File: config.mk
export PLATFORM = sky130hd
export DESIGN_NAME = muldiv_iterative_unit
export DESIGN_NICKNAME = d
export VERILOG_FILES = /design/src/rtl/muldiv_pkg.sv /design/src/rtl/muldiv_iterative_unit_div_restoring_step.sv /design/src/rtl/muldiv_iterative_unit.sv
export SDC_FILE = /design/constraint.sdc
export NUM_CORES = 1
export LEC_CHECK = 0
export BUFFER_PORTS_ARGS = -buffer_cell sky130_fd_sc_hd__buf_2
export CAP_MARGIN = 0
export CORE_MARGIN = 2
export CORE_UTILIZATION = 50
export DETAILED_ROUTE_END_ITERATION = 12
export HOLD_SLACK_MARGIN = 0.15
export PLACE_DENSITY = 0.63
export SLEW_MARGIN = 20
export SYNTH_ARGS = -nofsm -noshare
export SYNTH_HDL_FRONTEND = slang
export SYNTH_SLANG_ARGS = --single-unit
File: constraint.sdc
create_clock -name clk -period 7.8 [get_ports clk]
set_input_delay 1.95 -clock clk [delete_from_list [all_inputs] [get_ports clk]]
set_output_delay 1.95 -clock clk [all_outputs]
set_load 0.02 [all_outputs]
File: src/rtl/muldiv_pkg.sv
// Shared definitions for the iterative RV32M multiply/divide unit:
// funct3 opcodes, FSM state encoding and operand signedness decode.
package muldiv_pkg;

  localparam logic [2:0] OP_MUL    = 3'b000;
  localparam logic [2:0] OP_MULH   = 3'b001;
  localparam logic [2:0] OP_MULHSU = 3'b010;
  localparam logic [2:0] OP_MULHU  = 3'b011;
  localparam logic [2:0] OP_DIV    = 3'b100;
  localparam logic [2:0] OP_DIVU   = 3'b101;
  localparam logic [2:0] OP_REM    = 3'b110;
  localparam logic [2:0] OP_REMU   = 3'b111;

  typedef enum logic [1:0] {
    ST_IDLE = 2'd0,
    ST_MUL  = 2'd1,
    ST_DIV  = 2'd2,
    ST_DONE = 2'd3
  } state_t;

  function automatic logic is_signed_a(input logic [2:0] op);
    return (op == OP_MULH) || (op == OP_MULHSU) || (op == OP_DIV) || (op == OP_REM);
  endfunction

  function automatic logic is_signed_b(input logic [2:0] op);
    return (op == OP_MULH) || (op == OP_DIV) || (op == OP_REM);
  endfunction

endpackage

File: src/rtl/muldiv_iterative_unit_div_restoring_step.sv
// One restoring-division iteration: shift in the next dividend bit and
// subtract the divisor when it fits, producing one quotient bit.
module div_restoring_step #(
  parameter int XLEN = 32
) (
  input  logic [XLEN-1:0] rem,
  input  logic [XLEN-1:0] divisor,
  input  logic            dividend_bit,
  output logic [XLEN-1:0] rem_next,
  output logic            q_bit
);

  logic [XLEN:0]   shifted;
  logic [XLEN-1:0] trial;

  // rem < divisor always holds, so a successful subtraction fits in XLEN bits
  assign shifted  = {rem, dividend_bit};
  assign trial    = shifted[XLEN-1:0] - divisor;
  assign q_bit    = (shifted >= {1'b0, divisor});
  assign rem_next = q_bit ? trial : shifted[XLEN-1:0];

endmodule

File: src/rtl/muldiv_iterative_unit.sv
// Multi-cycle RV32M execute unit: radix-2^MUL_STEP shift-add multiplier and
// restoring divider on magnitudes, with sign fix-up and valid/ready handshakes.
module muldiv_iterative_unit
  import muldiv_pkg::*;
#(
  parameter int XLEN     = 32,
  parameter int MUL_STEP = 4,
  parameter int TAG_W    = 5
) (
  input  logic             clk,
  input  logic             reset,
  input  logic             flush,
  input  logic             in_valid,
  output logic             in_ready,
  input  logic [2:0]       in_op,
  input  logic [XLEN-1:0]  in_rs1,
  input  logic [XLEN-1:0]  in_rs2,
  input  logic [TAG_W-1:0] in_tag,
  output logic             out_valid,
  input  logic             out_ready,
  output logic [XLEN-1:0]  out_result,
  output logic [TAG_W-1:0] out_tag,
  output logic             busy
);

  localparam int CNT_W = $clog2(XLEN) + 1;
  localparam int PP_W  = XLEN + MUL_STEP;
  localparam logic [CNT_W-1:0] MUL_ITERS = CNT_W'(XLEN / MUL_STEP);
  localparam logic [CNT_W-1:0] DIV_ITERS = CNT_W'(XLEN);
  localparam logic [XLEN-1:0]  XMIN      = {1'b1, {(XLEN-1){1'b0}}};

  state_t            state;
  logic [2*XLEN-1:0] acc;
  logic [XLEN-1:0]   opnd;
  logic [CNT_W-1:0]  cnt;
  logic [2:0]        op_q;
  logic              neg_q;
  logic [TAG_W-1:0]  tag_q;

  logic            sa, sb, div_zero, div_ovf, special, neg_in;
  logic [XLEN-1:0] a_mag, b_mag, special_res;

  always_comb begin
    sa          = is_signed_a(in_op) & in_rs1[XLEN-1];
    sb          = is_signed_b(in_op) & in_rs2[XLEN-1];
    a_mag       = sa ? -in_rs1 : in_rs1;
    b_mag       = sb ? -in_rs2 : in_rs2;
    div_zero    = (in_rs2 == '0);
    div_ovf     = is_signed_b(in_op) & in_op[2] & (in_rs1 == XMIN) & (in_rs2 == '1);
    special     = in_op[2] & (div_zero | div_ovf);
    special_res = div_zero ? (in_op[1] ? in_rs1 : '1) : (in_op[1] ? '0 : XMIN);
    neg_in      = (in_op == OP_REM) ? sa : (sa ^ sb);
  end

  // Multiply: acc high half accumulates, low half holds the unconsumed multiplier
  logic [PP_W-1:0]   mul_pp, mul_sum;
  logic [2*XLEN-1:0] mul_next, mul_fix;
  logic [XLEN-1:0]   mul_res;

  always_comb begin
    mul_pp   = PP_W'(opnd) * PP_W'(acc[MUL_STEP-1:0]);
    mul_sum  = PP_W'(acc[2*XLEN-1:XLEN]) + mul_pp;
    mul_next = {mul_sum, acc[XLEN-1:MUL_STEP]};
    mul_fix  = neg_q ? -mul_next : mul_next;
    mul_res  = (op_q == OP_MUL) ? mul_fix[XLEN-1:0] : mul_fix[2*XLEN-1:XLEN];
  end

  // Divide: acc high half is the partial remainder, low half shifts dividend out and quotient in
  logic [XLEN-1:0] div_rem, div_quo, div_res;
  logic            div_q;

  div_restoring_step #(.XLEN(XLEN)) u_div_step (
    .rem          (acc[2*XLEN-1:XLEN]),
    .divisor      (opnd),
    .dividend_bit (acc[XLEN-1]),
    .rem_next     (div_rem),
    .q_bit        (div_q)
  );

  always_comb begin
    div_quo = {acc[XLEN-2:0], div_q};
    if (op_q[1])
      div_res = neg_q ? -div_rem : div_rem;
    else
      div_res = neg_q ? -div_quo : div_quo;
  end

  assign in_ready = (state == ST_IDLE) | ((state == ST_DONE) & out_ready);

  always_ff @(posedge clk) begin
    if (reset) begin
      state      <= ST_IDLE;
      out_valid  <= 1'b0;
      out_result <= '0;
      out_tag    <= '0;
      busy       <= 1'b0;
      acc        <= '0;
      opnd       <= '0;
      cnt        <= '0;
      op_q       <= '0;
      neg_q      <= 1'b0;
      tag_q      <= '0;
    end else if (flush) begin
      state      <= ST_IDLE;
      out_valid  <= 1'b0;
      out_result <= '0;
      out_tag    <= '0;
      busy       <= 1'b0;
    end else begin
      case (state)
        ST_MUL: begin
          acc <= mul_next;
          cnt <= cnt - CNT_W'(1);
          if (cnt == CNT_W'(1)) begin
            state      <= ST_DONE;
            busy       <= 1'b0;
            out_valid  <= 1'b1;
            out_result <= mul_res;
            out_tag    <= tag_q;
          end
        end
        ST_DIV: begin
          acc <= {div_rem, div_quo};
          cnt <= cnt - CNT_W'(1);
          if (cnt == CNT_W'(1)) begin
            state      <= ST_DONE;
            busy       <= 1'b0;
            out_valid  <= 1'b1;
            out_result <= div_res;
            out_tag    <= tag_q;
          end
        end
        default: begin
          if (in_valid && in_ready) begin
            op_q  <= in_op;
            neg_q <= neg_in;
            tag_q <= in_tag;
            if (special) begin
              state      <= ST_DONE;
              busy       <= 1'b0;
              out_valid  <= 1'b1;
              out_result <= special_res;
              out_tag    <= in_tag;
            end else begin
              state     <= in_op[2] ? ST_DIV : ST_MUL;
              busy      <= 1'b1;
              out_valid <= 1'b0;
              cnt       <= in_op[2] ? DIV_ITERS : MUL_ITERS;
              opnd      <= in_op[2] ? b_mag : a_mag;
              acc       <= {{XLEN{1'b0}}, (in_op[2] ? a_mag : b_mag)};
            end
          end else if (state == ST_DONE && out_ready) begin
            state     <= ST_IDLE;
            out_valid <= 1'b0;
          end
        end
      endcase
    end
  end

endmodule
Word level (Yosys, flattened, before mapping)
Cells that the tools add are included.
- add/sub/neg operators: 8
- multipliers: 1
- divide/modulo/power cells: 0
- $lt $le $gt $ge: 1
- equality and inequality tests: 15
- shift-type cells: 0
- multiplexer cells: 45
- bitwise logic cells: 13
- reductions and logical operators: 25
- operators by type and width (cell ; number):
    32-bit 2-to-1 mux ; 16
    64-bit 2-to-1 mux ; 3
    32-bit negation ; 4
    64-bit case mux with 2 select lines ; 1
    32-bit == test, second input constant ; 2
    64-bit negation ; 1
    32-bit case mux with 2 select lines ; 1
    32-bit by 36-bit adder with 36-bit output ; 1
    32-bit by 4-bit multiplier with 36-bit output ; 1
    33-bit by 32-bit greater-or-equal comparator with 1-bit output ; 1
    32-bit zero test ; 1
    32-bit subtractor ; 1
    6-bit 2-to-1 mux ; 4
    5-bit 2-to-1 mux ; 4
    2-bit 2-to-1 mux ; 6
    3-bit AND reduction ; 4
    1-bit 2-to-1 mux ; 10
    3-bit nonzero test ; 3
    4-bit AND reduction ; 2
    1-bit AND ; 7
    3-bit == test, second input constant ; 2
    6-bit by 1-bit == test with 1-bit output, second input constant ; 1
    2-bit != test, second input constant ; 3
    6-bit by 1-bit subtractor with 6-bit output, second input constant ; 1
    16 further kinds ; 28
- register bits after elaboration: 152
- latch bits: 0
- bits in writable memories: 0
- ROM bits: 0
- bits of input ports: 77
- output and inout bits: 40
- logic and storage cells: 119
- memories: 0

Depth between registers and ports, before layout
Gate-level depths: netlist (run 1).
- depth in word-level cells: 11
- depth in mapped cells: 26
- mapped depth without buffers: 21

By module
A second synthesis (run 1) with hierarchy kept.
- cells, all modules: 2812
- area total of the unflattened synthesis: 20593.5 um^2
- modules (own cells, without submodules) (module ; instances ; cells each ; area an instance (um^2) ; sequential area each (um^2)):
    muldiv_iterative_unit ; 1 ; 2489 ; 18262.5 ; 3042.9
    div_restoring_step ; 1 ; 323 ; 2331.0 ; 0.0

Least setup slack after synthesis (run 1)
OpenSTA, ideal clock, no wires.
- kind: register to register
- from: reg acc[1]
- to: reg out_result[28]
- setup time: 0.072 ns
- data arrival time: 5.965 ns
- required time: 7.728 ns
- setup slack: 1.763 ns
- stages on the path, launching flop included: 22
- path buffers: 3
- period minus slack after synthesis: 6.037 ns
- cell sequence: dfxtp_1 > clkbuf_1 > clkbuf_1 > and2_1 > fa_1 > fa_1 > inv_1 > fa_1 > inv_1 > ha_1 > clkbuf_1 > nand4_1 > or3_1 > or3_1 > a31oi_1 > o21a_1 > o2111ai_1 > nor4_1 > nand4_1 > mux2i_1 > a221oi_1 > a2bb2oi_1
- longest elaborated chain between the ends: 7
- elaborated cells on any way between the ends: 11
- those cells by class: 3 x add/sub; 1 x mul; 7 x mux
- RTL lines (item ; RTL line ; RTL):
    from (decl) ; muldiv_iterative_unit.sv:33 ; logic [2*XLEN-1:0] acc;
    from (signal assigned) ; muldiv_iterative_unit.sv:112 ; acc <= mul_next;
    from (signal assigned) ; muldiv_iterative_unit.sv:123 ; acc <= {div_rem, div_quo};
    from (signal assigned) ; muldiv_iterative_unit.sv:150 ; acc <= {{XLEN{1'b0}}, (in_op[2] ? a_mag : b_mag)};
    32-bit by 4-bit multiplier with 36-bit output ; muldiv_iterative_unit.sv:61 ; mul_pp = PP_W'(opnd) * PP_W'(acc[MUL_STEP-1:0]);
    32-bit by 36-bit adder with 36-bit output ; muldiv_iterative_unit.sv:62 ; mul_sum = PP_W'(acc[2*XLEN-1:XLEN]) + mul_pp;
    64-bit negation ; muldiv_iterative_unit.sv:64 ; mul_fix = neg_q ? -mul_next : mul_next;
    64-bit 2-to-1 mux ; muldiv_iterative_unit.sv:64 ;
    32-bit 2-to-1 mux ; muldiv_iterative_unit.sv:65 ; mul_res = (op_q == OP_MUL) ? mul_fix[XLEN-1:0] : mul_fix[2*XLEN-1:XLEN];
    32-bit 2-to-1 mux ; muldiv_iterative_unit.sv:114 ; if (cnt == CNT_W'(1)) begin
    32-bit case mux with 2 select lines (*) ; muldiv_iterative_unit.sv:110 ; case (state)
    to (signal assigned) ; muldiv_iterative_unit.sv:118 ; out_result <= mul_res;
    to (signal assigned) ; muldiv_iterative_unit.sv:129 ; out_result <= div_res;
    to (signal assigned) ; muldiv_iterative_unit.sv:142 ; out_result <= special_res;
    to (decl) ; muldiv_iterative_unit.sv:21 ; output logic [XLEN-1:0] out_result,
Mark *: on every way between the ends. The rest lies on a longest branch, timed or not. The select of a mux whose other input is x is not followed.
A chain may end at the register's enable or synchronous reset.

Worst setup path in the final report (run 1)
- from: reg acc[2]
- to: reg out_result[22]
The elaborated chain is that of the path after synthesis.

==> results of run 1 <==
report_power, final:
group	total (mW)	switching (mW)	internal [mW]
clock network	0.885	0.433	0.452
registers	0.893	0.0838	0.809
logic	1.52	1.05	0.465
total	3.29	1.57	1.73
cell type report:
type | instances | area [um^2] | share of cell area [%]
clock inverter | 15 | 155 | 0.704
tap | 532 | 666 | 3.02
antenna | 1 | 2.50 | 0.0114
sequential | 152 | 3050 | 13.8
timing repair buffer | 165 | 948 | 4.30
inverter | 209 | 785 | 3.56
multi-input combinational | 2385 | 16000 | 72.6
clock buffer | 17 | 425 | 1.93
logic make-up (layout without fill, tap and decap cells):
group / count (synthesis) / after routing / synth area share [%]
xor+xnor: 175 / 175 / 7.42
flops: 152 / 152 / 14.7
fa+ha+maj: 180 / 180 / 14.2
mux: 50 / 50 / 2.53
buf+inv: 427 / 406 / 7.93
simple gates: 1090 / 1090 / 25.2
other cells: 0 / 1 / 0
compound gates: 890 / 890 / 27.9
registers in the layout, indices dropped and copies added, names as in the netlist, 2 cells and up:
signal and count:
out_tag 5, state 2, tag_q 5, op_q 3, acc 64, opnd 32, out_result 32, cnt 6
layer usage:
metal / wire length (um) / part of all wire [%] / GRT usage, %
met5: 51 / 0.057 / 0
met4: 3970 / 4.4 / 16.9
met3: 10600 / 12 / 12.5
met2: 39000 / 44 / 62.3
met1: 35800 / 40 / 53.1
stage by stage:
stage / setup slack [ns] / instances / utilization, % / hold WS [ns] / cell area [um^2]
detailed placement: 0.798 / 3442 / 52.5 / 0.436 / 21400
global placement: 0.882 / 3442 / 52.5 / 0.430 / 21400
finish: 0.682 / 3476 / 54.0 / 0.453 / 22000
floorplan: 1.76 / 2964 / - / 0.436 / 20700
CTS: 0.746 / 3474 / 53.9 / 0.454 / 22000
global route: 0.238 / 3475 / 54.0 / 0.471 / 22000
final timing paths:
check                                              endpoint  cells after the start                       start  slack [ns]
worst max-delay path            out_result[22]$_SDFFE_PP0P_                     19         acc[2]$_SDFFE_PP0P_        0.68
worst min-delay path             out_result[6]$_SDFFE_PP0P_                      1  out_result[6]$_SDFFE_PP0P_        0.45
worst max register to register  out_result[22]$_SDFFE_PP0P_                     19         acc[2]$_SDFFE_PP0P_        0.68
worst min register to register   out_result[6]$_SDFFE_PP0P_                      1  out_result[6]$_SDFFE_PP0P_        0.45
cells in the final DEF (no fill, tap or decap), types with 51 or more instances in the layout:
| cell type | instances |
|---|---|
| a211oi_1 | 51 |
| a21oi_1 | 243 |
| and2_1 | 106 |
| buf_2 | 116 |
| dfxtp_1 | 150 |
| fa_1 | 92 |
| ha_1 | 85 |
| inv_1 | 206 |
| nand2_1 | 343 |
| nand3_1 | 72 |
| nor2_1 | 281 |
| nor3_1 | 73 |
| o21ai_0 | 210 |
| xnor2_1 | 95 |
| xor2_1 | 80 |
==> impl_results.md, run 1 <==
* Largest net degree at the start of global routing at 80
* CP arrival at around 7.5 ns
* CTS tree: yes
* Routed vias/inst at 6.66
* P&R area growth vs syn at 6.67%
* Hold-fix buffers, CTS at 0
* Cell family with most CP delay: compound AO/OA/AOI/OAI gates
* Crit path launch type: register
* Max incr delay on CP at approximately 1 ns
* Initial antenna violation count at 5
* Std-Cell Rows at 74
* Slew @ Worst Pin at roughly 1.2 ns
* Max Slew Vio Count at 0
* GPL Wtd Cong at roughly 1.1
* Filler cells at around 4000
* Crit-path slowest cell: dfxtp_1
* Die width at between 200 and 250 um
* DRC viols at 0
* Fin crit period at 7.12 ns
* Crit path cell chain: and2_1 > fa_1 > fa_1 > inv_1 > fa_1 > inv_1 > ha_1 > a21oi_1 > o21ai_0 > a22oi_1 > o211a_1 > a2111o_1 > nor4_2 > nand2_1 > nor2_1 > a31oi_1 > xor2_1 > a311oi_1 > o21ai_0
* Core box area at between 40000 and 50000 um^2
* Crit Path Class: reg2reg
* WL final at between 80000 and 90000 um
* Status: complete, no violations
* Worst Path Buf+Inv at 2
* Fin Clk Skew at 0.0199 ns
* Setup TNS at 0 ns
* Drt pass-1 iters at 6
* PortBufs at around 120
* Clock-pin slew on the worst setup and hold paths at approximately 0.08 ns
* Vias at about 23000
* Synth warn at 0
* Mapped Nets at ~3200
* CP most frequent cell: fa_1
* First-pass GRT wire length at about 130000 um
* CTS HTree Levels at 4
* Clock root buffer: clkbuf_16
* Starting Density at 50.6%
* Starting DRT DRC Count at slightly below 3000
* Synth top area share at 14.7%
* Setup Fix Bufs, Post-CTS at 0
* Ys flop type: dfxtp_1
* EDFF count, synth at 0
* Total chip power at 3.29 mW
* Crit-path max FO at 25
* Vias in the first global route at roughly 22000
* Dominant cells by area after synthesis: dfxtp_1 (15%), fa_1 (8.9%), nand2_1 (6.2%)
* Peak VDD IR at between 0.15 and 0.2 mV
* RSZ-0062 raised after global routing: no
* Clk Latency, worst-skew pair at around 0.49 ns
* Sequential area share after synthesis at 14.7%
* LEAKAGE at 9.12 nW
* Final Cycle Share at between 90% and 100%
* CTS-repair resized insts at 0
* Synthesized flop and latch total at about 150
* Total Die Area at 43000 um^2
* Post-DP HPWL at about 69000 um
* Max Cap Viol at 0
* Final #Nets at between 3000 and 4000
* Post-synthesis cell count at around 3000
* Power Dens Cells at around 150 nW/um^2
* GRT overflow at 0
* Critical Path End Type: register
* Synth cell count leaders: nand2_1 (343), nor2_1 (283), a21oi_1 (243), o21ai_0 (210), inv_1 (207)
* FFs w/ async S/R, synth at 0%
* Share of layout cells above drive strength 1 at ~8.6%
* Total global-route track usage at 40.7%
* Required time of the critical path at 8.14 ns
* Final ANT Viol Nets at 0
* Most frequent cell after synthesis: nand2_1
* Yosys top cell by area: dfxtp_1
* CTS Buf Count at 17
* Yosys cell types at about 90
* Max frequency at approximately 0.14 GHz
* Synthesized area at between 20000 and 25000 um^2
* Count of final hold-check violations at 0
* I/O pin count at approximately 120
* Num Clock Sinks at about 150
* Routed len/inst at approximately 26 um
* Die height at between 200 and 250 um
* Clock Path Buffers at 2
* Syn_area_per_cell at between 6 and 7 um^2
* HP Class: reg2reg
* Final Setup Violations at 0
* Max_slew headroom at approximately 22%
Power figures use the tool's default switching activity.
==> run 2: changes to the inputs <==
--- a/config.mk
+++ b/config.mk
@@ -5,13 +5,13 @@
 export SDC_FILE = /design/constraint.sdc
 export NUM_CORES = 1
 export LEC_CHECK = 0
-export BUFFER_PORTS_ARGS = -buffer_cell sky130_fd_sc_hd__buf_2
 export CAP_MARGIN = 0
 export CORE_MARGIN = 2
 export CORE_UTILIZATION = 50
 export DETAILED_ROUTE_END_ITERATION = 12
+export DONT_BUFFER_PORTS = 1
 export HOLD_SLACK_MARGIN = 0.15
-export PLACE_DENSITY = 0.63
+export PLACE_DENSITY = 0.61
 export SLEW_MARGIN = 20
 export SYNTH_ARGS = -nofsm -noshare
 export SYNTH_HDL_FRONTEND = slang
==> impl_results.md, run 2 (synthesized netlist as in run 1, its figures left out) <==
* Max_slew headroom at 21.9%
* Commonest non-fill, non-tap cells in the layout: nand2_1 (343), nor2_1 (281), a21oi_1 (243), o21ai_0 (210), inv_1 (206)
* Largest regs: acc: 64 flops, opnd: 32 flops, out_result: 32 flops
* Drt pass-1 iters at 6
* Final design utilization at 52.6%
* Initial antenna violation count at 1
* Largest net degree at the start of global routing at 114
* Total chip power at 3.14 mW
* Max frequency at approximately 0.13 GHz
* Routed vias/inst at 6.63
* Combinational Power Share at approximately 44%
* Final cell count without fillers at around 3400
* Crit path cell chain: nand2_1 > fa_1 > fa_1 > fa_1 > inv_1 > ha_1 > nor2b_1 > o31a_1 > nor2b_1 > xor2_1 > o21ai_0 > nor4_1 > nand2_1 > nor2_1 > a31oi_1 > xor2_1 > a311oi_1 > o21ai_0
* Crit Path Class: reg2reg
* Crit path launch type: register
* Clock root buffer: clkbuf_16
* I/O pin count at between 100 and 150
* CP most frequent cell: fa_1
* P&R area growth vs syn at 4.00%
* Setup TNS at 0 ns
* HP Class: reg2reg
* Die width at approximately 210 um
* Switching Share at a little under half
* Max Cap Viol at 0
* Crit-path slowest cell: dfxtp_1
* Final ANT Viol Nets at 0
* Cell Area, Placed at ~21000 um^2
* Final Cycle Share at between 90 and 100%
* Finished Cell Area at between 20000 and 25000 um^2
* Clk Latency, worst-skew pair at roughly 0.46 ns
* Flop pwr share at between 20 and 30%
* LEAKAGE at between 8 and 9 nW
* Sw power at roughly 1.5 mW
* Vias at around 22000
* Clock Path Buffers at 2
* DRC viols at 0
* Total global-route track usage at about two fifths
* Max Slew Vio Count at 0
* Vias in the first global route at between 20000 and 25000
* Final #Nets at between 3000 and 4000
* Starting DRT DRC Count at approximately 2700
* Crit-path max FO at 22
* RSZ-0062 raised after global routing: no
* Critical Path End Type: register
* Setup Fix Bufs, Post-CTS at 0
* Pre-CTS setup slack at roughly 0.53 ns
* Clock power frac at between 20% and 30%
* WL final at roughly 85000 um
* Final Setup Violations at 0
* Slew @ Worst Pin at about 1.2 ns
* Required time of the critical path at approximately 8 ns
* CTS-repair resized insts at 0
* CTS tree: yes
* Clock-pin slew on the worst setup and hold paths at ~0.080 ns
* Final worst slack at just over 0.3 ns
* CTS HTree Levels at 4
* First-pass GRT wire length at around 130000 um
* GRT overflow at 0
* Status: complete, no violations
* Largest reg by FF count: acc
* Die height at around 210 um
* Placed insts at 3325
* Hold-fix buffers, CTS at 0
* Total Die Area at approximately 43000 um^2
* Share of layout cells above drive strength 1 at around 4.8%
* Max incr delay on CP at between 0.8 and 0.9 ns
* PortBufs at 0
* Power Dens Cells at 146 nW/um^2
* Num Clock Sinks at 152
* CTS Buf Count at 17
* Largest register FFs at 64
* Core box area at between 40000 and 50000 um^2
* Routed len/inst at approximately 25 um
* Fin Clk Skew at roughly 0.015 ns
* Hold WS at 0.462 ns
* GPL Wtd Cong at between 1 and 1.5
* Std-Cell Rows at 74
* Peak VDD IR at between 0.1 and 0.15 mV
* CP arrival at roughly 8 ns
* Count of final hold-check violations at 0
* Post-DP HPWL at roughly 67000 um
* Starting Density at 50.6%
* N_diodes at 0
* Fin crit period at 7.50 ns
* Internal power at about 1.7 mW
* Most common cell after layout, fill and taps aside: nand2_1
run 2: critical path, delay by kind of cell, from the launching register on:
| family | cells | cell delay (ns) |
|---|---|---|
| compound gates | 5 | 1.61 |
| fa+ha+maj | 4 | 1.90 |
| buf+inv | 1 | 0.04 |
| simple gates | 6 | 2.04 |
| xor+xnor | 2 | 0.87 |
| flops | 1 | 0.88 |
run 2: worst paths after layout:
| path | end | depth (start not counted) | from | slack [ns] |
|---|---|---|---|---|
| worst max-delay path | out_result[22]$_SDFFE_PP0P_ | 18 | acc[3]$_SDFFE_PP0P_ | 0.30 |
| worst min-delay path | tag_q[2]$_SDFFE_PP0P_ | 2 | tag_q[2]$_SDFFE_PP0P_ | 0.46 |
| worst max register to register | out_result[22]$_SDFFE_PP0P_ | 18 | acc[3]$_SDFFE_PP0P_ | 0.30 |
| worst min register to register | tag_q[2]$_SDFFE_PP0P_ | 2 | tag_q[2]$_SDFFE_PP0P_ | 0.46 |
run 2: power by group through the flow:
stage,combinational (mW),sequential (mW),clock [mW]
floorplan,0.985,0.846,0
global placement,1.31,0.906,0
detailed placement,1.31,0.907,0
CTS,1.32,0.889,0.877
global route,1.47,0.899,0.908
finish,1.37,0.896,0.878
run 2: layer usage:
layer	GRT usage, %	vias up	wire (um)	share of wire (%)
met5	0	-	13	0.015
met2	58.7	1253	36600	43
li1	-	10189	-	-
met3	8.02	222	8990	11
met1	51.1	10601	34700	41
met4	20.1	2	5030	5.9
run 2: cell type report:
type	count	area [um^2]
Clock buffer	17	425
Fill cell	4071	19300
Inverter	209	785
Multi-Input combinational cell	2385	16000
Sequential cell	152	3050
Tap cell	532	666
Clock inverter	15	169
Timing Repair Buffer	47	365
